## src/rtl/hamming15_tx_ctrl.sv

```systemverilog
// hamming15_tx_ctrl: shares one registered Hamming(15,11) encoder between two round-robin requesters and serializes the 16-bit codeword MSB first
// Ports: clk/reset; req0/data0/ack0 and req1/data1/ack1 requester handshakes; enc_in/enc_out/enc_ready encoder link;
//        tx_bit/tx_valid/tx_start/tx_ready/tx_src serial channel; busy high outside IDLE. GAP = idle cycles after each frame.
module hamming15_tx_ctrl #(
  parameter int unsigned GAP = 1
) (
  input  logic        clk,
  input  logic        reset,
  input  logic        req0,
  input  logic [10:0] data0,
  output logic        ack0,
  input  logic        req1,
  input  logic [10:0] data1,
  output logic        ack1,
  output logic [10:0] enc_in,
  input  logic [15:0] enc_out,
  input  logic        enc_ready,
  output logic        tx_bit,
  output logic        tx_valid,
  output logic        tx_start,
  input  logic        tx_ready,
  output logic        tx_src,
  output logic        busy
);
  typedef enum logic [2:0] {IDLE, ENC, CAPT, SHIFT, HOLD} state_t;
  state_t      state;
  logic        last;
  logic [15:0] sr;
  logic [3:0]  bit_cnt;
  logic [3:0]  gap_cnt;
  logic        grant1;
  // requester 1 wins alone, or on a tie when requester 0 was granted last
  assign grant1   = req1 && (!req0 || !last);
  assign tx_valid = state == SHIFT;
  // bit_cnt only leaves 15 on the first transfer, so this marks the untransferred first bit
  assign tx_start = tx_valid && bit_cnt == 4'd15;
  assign tx_bit   = sr[15];
  assign busy     = state != IDLE;
  always_ff @(posedge clk or posedge reset) begin
    if (reset) begin
      state   <= IDLE;
      last    <= 1'b1;
      ack0    <= 1'b0;
      ack1    <= 1'b0;
      enc_in  <= '0;
      tx_src  <= 1'b0;
      sr      <= '0;
      bit_cnt <= '0;
      gap_cnt <= '0;
    end else begin
      ack0 <= 1'b0;
      ack1 <= 1'b0;
      unique case (state)
        IDLE: if (req0 || req1) begin
          enc_in <= grant1 ? data1 : data0;
          tx_src <= grant1;
          last   <= grant1;
          ack0   <= !grant1;
          ack1   <= grant1;
          state  <= ENC;
        end
        ENC: state <= CAPT;
        CAPT: if (enc_ready) begin
          // encoder bit 0 is unused; the overall even parity takes its place
          sr      <= {enc_out[15:1], ^enc_out[15:1]};
          bit_cnt <= 4'd15;
          state   <= SHIFT;
        end
        SHIFT: if (tx_ready) begin
          sr      <= {sr[14:0], 1'b0};
          bit_cnt <= (bit_cnt == 4'd0) ? 4'd0 : bit_cnt - 4'd1;
          if (bit_cnt == 4'd0) begin
            state   <= (GAP == 0) ? IDLE : HOLD;
            gap_cnt <= 4'(GAP - 1);
          end
        end
        HOLD: if (gap_cnt == 4'd0) state <= IDLE;
              else gap_cnt <= gap_cnt - 4'd1;
        default: state <= IDLE;
      endcase
    end
  end
endmodule

```

## config.mk

```make
export PLATFORM = sky130hd
export DESIGN_NAME = hamming15_tx_ctrl
export DESIGN_NICKNAME = d
export VERILOG_FILES = /design/src/rtl/hamming15_tx_ctrl.sv
export SDC_FILE = /design/constraint.sdc
export NUM_CORES = 1
export LEC_CHECK = 0
export BUFFER_PORTS_ARGS = -buffer_cell sky130_fd_sc_hd__buf_2
export CORE_MARGIN = 2
export CORE_UTILIZATION = 50
export DETAILED_ROUTE_END_ITERATION = 8
export PLACE_DENSITY = 0.84
export SYNTH_ARGS = -nofsm -noshare
export SYNTH_HDL_FRONTEND = slang
export SYNTH_SLANG_ARGS = --single-unit
```

## constraint.sdc

```tcl
create_clock -name clk -period 4.1 [get_ports clk]
set_input_delay 0.41 -clock clk [delete_from_list [all_inputs] [get_ports clk]]
set_output_delay 0.41 -clock clk [all_outputs]
set_load 0.02 [all_outputs]
```

Yosys cells after proc, flatten, opt, wreduce, memory -nomap -nowiden
Cells that the tools add are included.
- word-level logic and storage cells: 62
- output and inout port bits: 18
- register bits after elaboration: 42
- bits of input ports: 44
- add/subtract/negate cells: 2
- multiplexer cells: 22
- eq/ne operators: 11
- reduce and logical (&&, ||, !) cells: 18
- operator list (kind ; count):
    $mux 16 ; 2
    $pmux 16 s2 ; 1
    $mux 4 ; 6
    $pmux 4 s2 ; 2
    $mux 3 ; 5
    $pmux 3 s5 ; 1
    $reduce_xor 15->1 ; 1
    $mux 11 ; 1
    $logic_not 4->1 ; 2
    $ne 2x2->1 const B ; 4
    $sub 4x1->4 const B ; 2
    $eq 3x2->1 const B ; 2
    $reduce_and 5->1 ; 1
    $eq 4x4->1 const B ; 1
    $mux 1 ; 4
    $ne 2x1->1 const B ; 2
    $reduce_and 4->1 ; 1
    $reduce_bool 2->1 ; 2
    $eq 3x1->1 const B ; 1
    $eq 3x3->1 const B ; 1
    $logic_not 1->1 ; 3
    $logic_not 3->1 ; 1
    $reduce_and 3->1 ; 1
    $reduce_bool 3->1 ; 1
    other kinds (3) ; 5

Depth between registers and ports, before layout
Gate-level depths: netlist of the first run.
- depth after elaboration: 6
- depth in mapped cells: 7
- depth with buffers taken out: 6

Worst setup path after synthesis of the first run
OpenSTA, ideal clock, no wires.
- path kind: register -> output
- from: register state[2]
- to: output tx_start
- path slack: 2.564 ns
- stages on the path, launching flop included: 4
- required time: 3.690 ns
- buffers on the path: 0
- arrival: 1.126 ns
- cells stage by stage: dfrtp_1 and2b_4 nand2_8 nor2_1
- cells in the longest elaborated chain, start to end: 2
- ends and longest elaborated chain (what ; RTL line ; source):
    from (decl) ; 26 ; state_t state;
    from (signal assigned) ; 73 ; state <= (GAP == 0) ? IDLE : HOLD;
    $eq 3x2->1 ; 34 ; assign tx_valid = state == SHIFT;
    $logic_and 1x1->1 ; 36 ; assign tx_start = tx_valid && bit_cnt == 4'd15;
    to (decl) ; 20 ; output logic tx_start,
Every way passes these cells.

Worst setup path in the final report of the first run
- from: register state[2]
- to: output tx_valid
- cells in the longest elaborated chain, start to end: 1
- ends and longest elaborated chain (what ; RTL line ; source):
    $eq 3x2->1 ; 34 ;
    to (decl) ; 19 ; output logic tx_valid,
Every way passes these cells.

==> results of run 1 <==
## cell type report
class | count | area share (%)
repair buffers | 62 | 12.39
flip-flops and latches | 42 | 41.35
multi-input cells | 149 | 39.23
clock buffers | 7 | 3.392
well taps | 50 | 2.458
clock inverters | 1 | 0.1967
inverters | 6 | 0.9833
## sequential cells by signal (all words and copies together) (netlist names)
register and cells:
tx_src 1, ack1 1, gap_cnt 4, last 1, ack0 1, bit_cnt 4
sr 16, state 3, enc_in 11
## cells by family (layout without fill, tap and decap cells)
group                      Yosys count  in the layout
AOI/OAI and AO/OA                   46             46
xor gates and xnor gates            11             11
adders and majority gates            1              1
buffers and inverters               16             76
DFF                                 42             42
muxes                               28             28
and+or+nand+nor                     63             63
## where the power goes
part,internal (mW),switching (mW)
combinational,0.283,0.385
clock,0.136,0.134
sequential,0.591,0.132
total,1.01,0.651
## final timing paths
check	from	endpoint	slack, ps	cells after the start
max	state[2]$_DFFE_PP0P_	tx_valid	2080	4
min	reset	sr[4]$_DFFE_PP0P_	240	3
max reg2reg	state[0]$_DFFE_PP0P_	sr[14]$_DFFE_PP0P_	2170	4
min reg2reg	enc_in[3]$_DFFE_PP0P_	enc_in[3]$_DFFE_PP0P_	480	2
max in group asynchronous	reset	last$_DFFE_PP1P_	3490	3
min in group clk	req0	last$_DFFE_PP1P_	340	2
## cell usage after synthesis, types with 2 or more instances
library cell   n  area share [%]
a21oi_1        2            0.47
a31oi_1        2            0.58
and2_1         2            0.58
buf_2          3            0.70
buf_4          3             1.0
buf_6          2             1.0
dfrtp_1       41              48
inv_1          5            0.87
mux2i_1       27              13
nand2_1       33             5.8
nand4_1        3            0.87
nor2_1        13             2.3
nor2b_1        2            0.58
nor3_1         5             1.2
nor3_2         2            0.93
o21ai_0       15             3.5
o21ai_1       18             4.2
o21ai_2        2            0.81
xnor2_1        8             3.3
xnor3_1        3             3.1
## worst max-delay path, cell delays in order (launching register included)
cell	delay, ps
dfrtp_1	470
and2b_4	340
nand2_8	100
inv_4	210
buf_2	200
## metrics by stage
| stage | utilization (%) | total power, mW | hold slack [ps] | cells | cell area [sq um] |
|---|---|---|---|---|---|
| 5_1_grt | 62.72 | 1.797 | 276.5 | 317 | 2545 |
| 6_report | 62.72 | 1.661 | 238.9 | 317 | 2545 |
| 2_1_floorplan | - | 1.253 | 448.0 | 207 | 2151 |
| 4_1_cts | 62.72 | 1.680 | 257.6 | 317 | 2545 |
| 3_5_place_dp | 60.47 | 1.410 | 471.9 | 309 | 2454 |
| 3_3_place_gp | 60.47 | 1.376 | 459.5 | 309 | 2454 |
## per-layer routing
layer	vias to the layer above	GRT usage (%)	share of wire, %
met5	-	0	0
met4	0	4.575	0.88
met3	3	5.523	6.5
met2	54	30.24	46
met1	752	22.43	46
li1	835	-	-
==> flow_summary.yaml, run 1 <==
status:
  status: "finished, final reports clean"
power_and_ir_drop:
  p_leak_nw: 1.287
  irDropWorstVdd_uv: 390.8
  cellPowerDensity_nw_per_um2: 652.7
synth:
  ys_warn_count: 0
  synth_nets: 252
  synth_xor_area_share_pct: 6.399
  synth_cells: 207
  synth_compound_area_share_pct: 12.27
  synth_edf_count: 0
  ys_ff_latch: 42
  yosys.area_share.adder_pct: 0.5817
  async_reset_ff_share_pct: 100.0
  avgSynthCellArea_sq_um: 10.39
  synthSimpleGateAreaFrac_pct: 13.90
  ys.flop_type: "dfrtp_1"
  synth_top_family_by_area: "simple AND/OR/NAND/NOR gates"
  ys_seq_area_share_pct: 48.92
  synth_cell_types: 36
  synthMuxAreaShare_pct: 13.09
  syn_area_sq_um: 2151
timing:
  rsz0062_at_grt: "no"
  setup_slack_ps: 2083
  fmax_ghz: 0.4959
  min_period_over_period_pct: 49.18
  hold_viol_final: 0
  slew_headroom_pct: 43.50
  fin_skew_ps: 3.991
  slew_viol_final: 0
  setup_tns_ps: 0
  setup_viol: 0
  worst_pin_slew_ps: 842.6
  period_needed_ps: 2017
grt:
  antenna_found_initial: 0
  grt_max_degree: 43
  grt_pass1_wl_microns: 7031
  grt_pass1_vias: 1663
  gr-total-overflow: 0
  track_usage_pct: 17.92
final_layout:
  drive_above_1_share_pct: 29.59
  fillers: 371
  mostFrequentLayoutCell: "buf_2"
  n_antenna_cell: 0
  seqCellArea_sq_um: 1052
  layout.nets: 311
  most-common-layout-cells: "60 x buf_2, 41 x dfrtp_1, 33 x nand2_1"
  syn_to_final_growth_pct: 18.32
  multiInputGateArea_sq_um: 998.5
drt:
  vias: 1644
  postRouteAntennaNets: 0
  viasPerCell: 5.186
  drcViolationCount: 0
  wl_per_cell_microns: 12.52
  drt-initial-drc-count: 68
  firstDrtPassIters: 4
  totalWireLength_microns: 3968
worst_setup_path:
  required_ps: 3690
  crit_type: "flip-flop to primary output"
  path_max_fanout: 13
  end_kind: "primary output"
  critPathLaunchType: "flip-flop"
  cp.arrival_ps: 1610
floorplanning:
  initial_core_util_pct: 53.01
  die_h_microns: 69.59
  io_pins: 62
  row_count: 23
  core_area_sq_um: 4058
  dieArea_sq_um: 4842
  die_x_microns: 69.59
placed_design:
  dp_hpwl_microns: 2997
  io_buffers: 60
  gp_congestion: 0.7560
  dp_worst_setup_slack_ps: 2141
clocking:
  cts_resized: 0
  ctsHoldBuffers: 0
  cts_sinks: 42
  clkTransAtPathRegs_ps: 70
  cts_made_buffers: 5
  clk_path_buf_depth: 2
  cts_tree: "done"
  cts_root_buf: "clkbuf_8"
  clk_latency_ps: 290
  h-tree-depth: 2
  postCtsSetupRepairBufs: 0
run:
  max_cap_violations: 0
hold_path:
  min_path_type: "primary input to asynchronous set/reset pin"
Note: power is estimated with default switching activity, not from simulation.
==> run 2: changes to the inputs <==
--- a/config.mk
+++ b/config.mk
@@ -5,11 +5,12 @@
 export SDC_FILE = /design/constraint.sdc
 export NUM_CORES = 1
 export LEC_CHECK = 0
+export ABC_AREA = 1
 export BUFFER_PORTS_ARGS = -buffer_cell sky130_fd_sc_hd__buf_2
 export CORE_MARGIN = 2
-export CORE_UTILIZATION = 50
+export CORE_UTILIZATION = 47
 export DETAILED_ROUTE_END_ITERATION = 8
-export PLACE_DENSITY = 0.84
+export PLACE_DENSITY = 0.82
 export SYNTH_ARGS = -nofsm -noshare
 export SYNTH_HDL_FRONTEND = slang
 export SYNTH_SLANG_ARGS = --single-unit
==> constraint.sdc (replaced) <==
create_clock -name clk -period 1.7 [get_ports clk]
set_input_delay 0.17 -clock clk [delete_from_list [all_inputs] [get_ports clk]]
set_output_delay 0.17 -clock clk [all_outputs]
set_load 0.02 [all_outputs]
==> run 2 against run 1 <==
- the flow now finishes with violations (hold timing)
- clock-buffer cell count shrank 2
- clock skew shrank 0.97 ps
- cell count grew 42%
- setup slack lost 2000 ps
- non-clock buffer count grew 3
- routed wire length grew 26%
- utilization shrank 3.0 points
==> flow_summary.yaml, run 2 <==
clocking:
  h-tree-depth: 2
  cts_made_buffers: 5
  clk_latency_ps: 300
  cts_root_buf: "clkbuf_8"
  cts_resized: 0
  clkTransAtPathRegs_ps: 90
  ctsHoldBuffers: 0
  postCtsSetupRepairBufs: 0
  cts_tree: "done"
  clk_path_buf_depth: 2
  cts_sinks: 42
floorplanning:
  core_area_sq_um: 4786
  row_count: 25
  die_x_microns: 74.73
  initial_core_util_pct: 49.12
  dieArea_sq_um: 5584
  die_h_microns: 74.73
  io_pins: 62
synth:
  synth_top_area_share_pct: 43.64
  synth_xor_area_share_pct: 2.235
  synth_cells: 319
  avgSynthCellArea_sq_um: 7.370
  synth_top_family_by_area: "simple AND/OR/NAND/NOR gates"
  async_reset_ff_share_pct: 100.0
  synthTopCellsByCount: "105 x nand2_1, 44 x inv_1, 41 x dfrtp_1"
  ys_seq_area_share_pct: 44.76
  synthMuxAreaShare_pct: 0
  yosys.area_share.adder_pct: 0.5322
  syn_area_sq_um: 2351
  synth_cell_types: 30
  ys.flop_type: "dfrtp_1"
  ys_warn_count: 0
  ys_ff_latch: 42
  synth_compound_area_share_pct: 16.55
  synth.most_common_cell: "nand2_1"
  synthSimpleGateAreaFrac_pct: 25.97
  synth_area_leaders: "dfrtp_1 44%, nand2_1 17%, inv_1 7.0%, o21ai_0 6.6%, o211ai_1 3.8%"
  synth_nets: 364
  synth_edf_count: 0
  synth_top_cell_by_area: "dfrtp_1"
worst_setup_path:
  required_ps: 1530
  crit_family: "buffers and inverters"
  critPathMaxStageDelay_ps: 390
  critPathLaunchType: "flip-flop"
  critPathBufInv: 2
  crit_type: "flip-flop to primary output"
  critPathLaunch: "state[0]$_DFFE_PP0P_"
  crit_chain: "nand2_1 -> nor2_4 -> buf_4 -> buf_2"
  r2r_start: "bit_cnt[0]$_DFFE_PP0P_"
  end_kind: "primary output"
  path_max_fanout: 28
  cp.arrival_ps: 1460
  cp_slowest_cell: "dfrtp_1"
placed_design:
  dp_cells: 441
  dp_hpwl_microns: 3727
  io_buffers: 60
  gp_congestion: 0.8556
timing:
  slew_headroom_pct: 65.33
  min_period_over_period_pct: 95.63
  worst_pin_slew_ps: 520.1
  hold_viol_final: 41
  slew_viol_final: 0
  setup_viol: 0
  rsz0062_at_grt: "yes"
  fin_hold_ws_ps: -11.54
  fmax_ghz: 0.6151
  fin_skew_ps: 3.022
  setup_tns_ps: 0
  period_needed_ps: 1626
hold_path:
  min_path_type: "primary input to asynchronous set/reset pin"
run:
  max_cap_violations: 0
final_layout:
  drive_above_1_share_pct: 23.56
  mostFrequentLayoutCell: "nand2_1"
  largest_reg_flops: 16
  most-common-layout-cells: "105 x nand2_1, 60 x buf_2, 44 x inv_1"
  final_cells: 449
  top_register: "sr"
  syn_to_final_growth_pct: 21.50
  largestRegisters: "sr (16), enc_in (11)"
  n_antenna_cell: 0
  layout.nets: 426
drt:
  drcViolationCount: 0
  viasPerCell: 4.820
  totalWireLength_microns: 4988
  vias: 2164
  firstDrtPassIters: 4
  drt-initial-drc-count: 135
  postRouteAntennaNets: 0
  wl_per_cell_microns: 11.11
grt:
  antenna_found_initial: 0
  grt_max_degree: 43
  gr-total-overflow: 0
  grt-busiest-layer: "met2"
  grt_pass1_vias: 1990
  grt.met3_usage_pct: 3.882
  use_met2_pct: 32.55
  track_usage_pct: 19.38
  grt_pass1_wl_microns: 8266
  use_met1_pct: 24.61
power_and_ir_drop:
  p_leak_nw: 1.517
  cellPowerDensity_nw_per_um2: 1668
  total_power_mw: 4.763
  irDropWorstVdd_uv: 973.5
status:
  violations: "hold timing"
  status: "finished, violations left"
-- run 2: layout make-up --
| type | count | area [sq um] |
|---|---|---|
| Timing Repair Buffer | 65 | 350.3 |
| Tap cell | 67 | 83.83 |
| Multi-Input combinational cell | 221 | 1080 |
| Clock inverter | 3 | 48.80 |
| Inverter | 46 | 172.7 |
| Fill cell | 441 | 1929 |
| Clock buffer | 5 | 68.82 |
| Sequential cell | 42 | 1052 |
-- run 2: cells by family after synthesis --
family | Yosys count
AOI/OAI and AO/OA | 66
adders and majority gates | 1
DFF | 42
xor gates and xnor gates | 6
buffers and inverters | 56
and+or+nand+nor | 148
-- run 2: final timing paths --
kind / end / slack, ps / depth (start not counted)
max: tx_valid / 70 / 4
min: enc_in[7]$_DFFE_PP0P_ / -10 / 3
max reg2reg: gap_cnt[3]$_DFFE_PP0P_ / 280 / 7
min reg2reg: last$_DFFE_PP1P_ / 470 / 2
max in group asynchronous: last$_DFFE_PP1P_ / 1350 / 3
min in group clk: enc_in[4]$_DFFE_PP0P_ / 120 / 3
-- run 2: stage by stage --
stage / utilization, % / area [sq um] / setup WS (ps)
5_1_grt: 59.69 / 2856 / -31.31
3_3_place_gp: 56.92 / 2724 / 333.2
6_report: 59.69 / 2856 / 74.27
2_1_floorplan: - / 2351 / 243.3
4_1_cts: 59.37 / 2841 / 8.586
3_5_place_dp: 56.92 / 2724 / 290.1
-- run 2: routing by layer --
metal,up-vias,wire (microns)
li1,1128,-
met1,991,2333
met2,33,2413
met3,12,145
met4,0,95
met5,-,0
-- run 2: where the power goes --
group,switching [mW],internal (mW)
Sequential,0.218,1.47
Combinational,1.47,0.779
Clock,0.378,0.447
-- run 2: worst min-delay path: stages --
cell and delay, ps:
buf_2 90, inv_1 40, buf_4 440
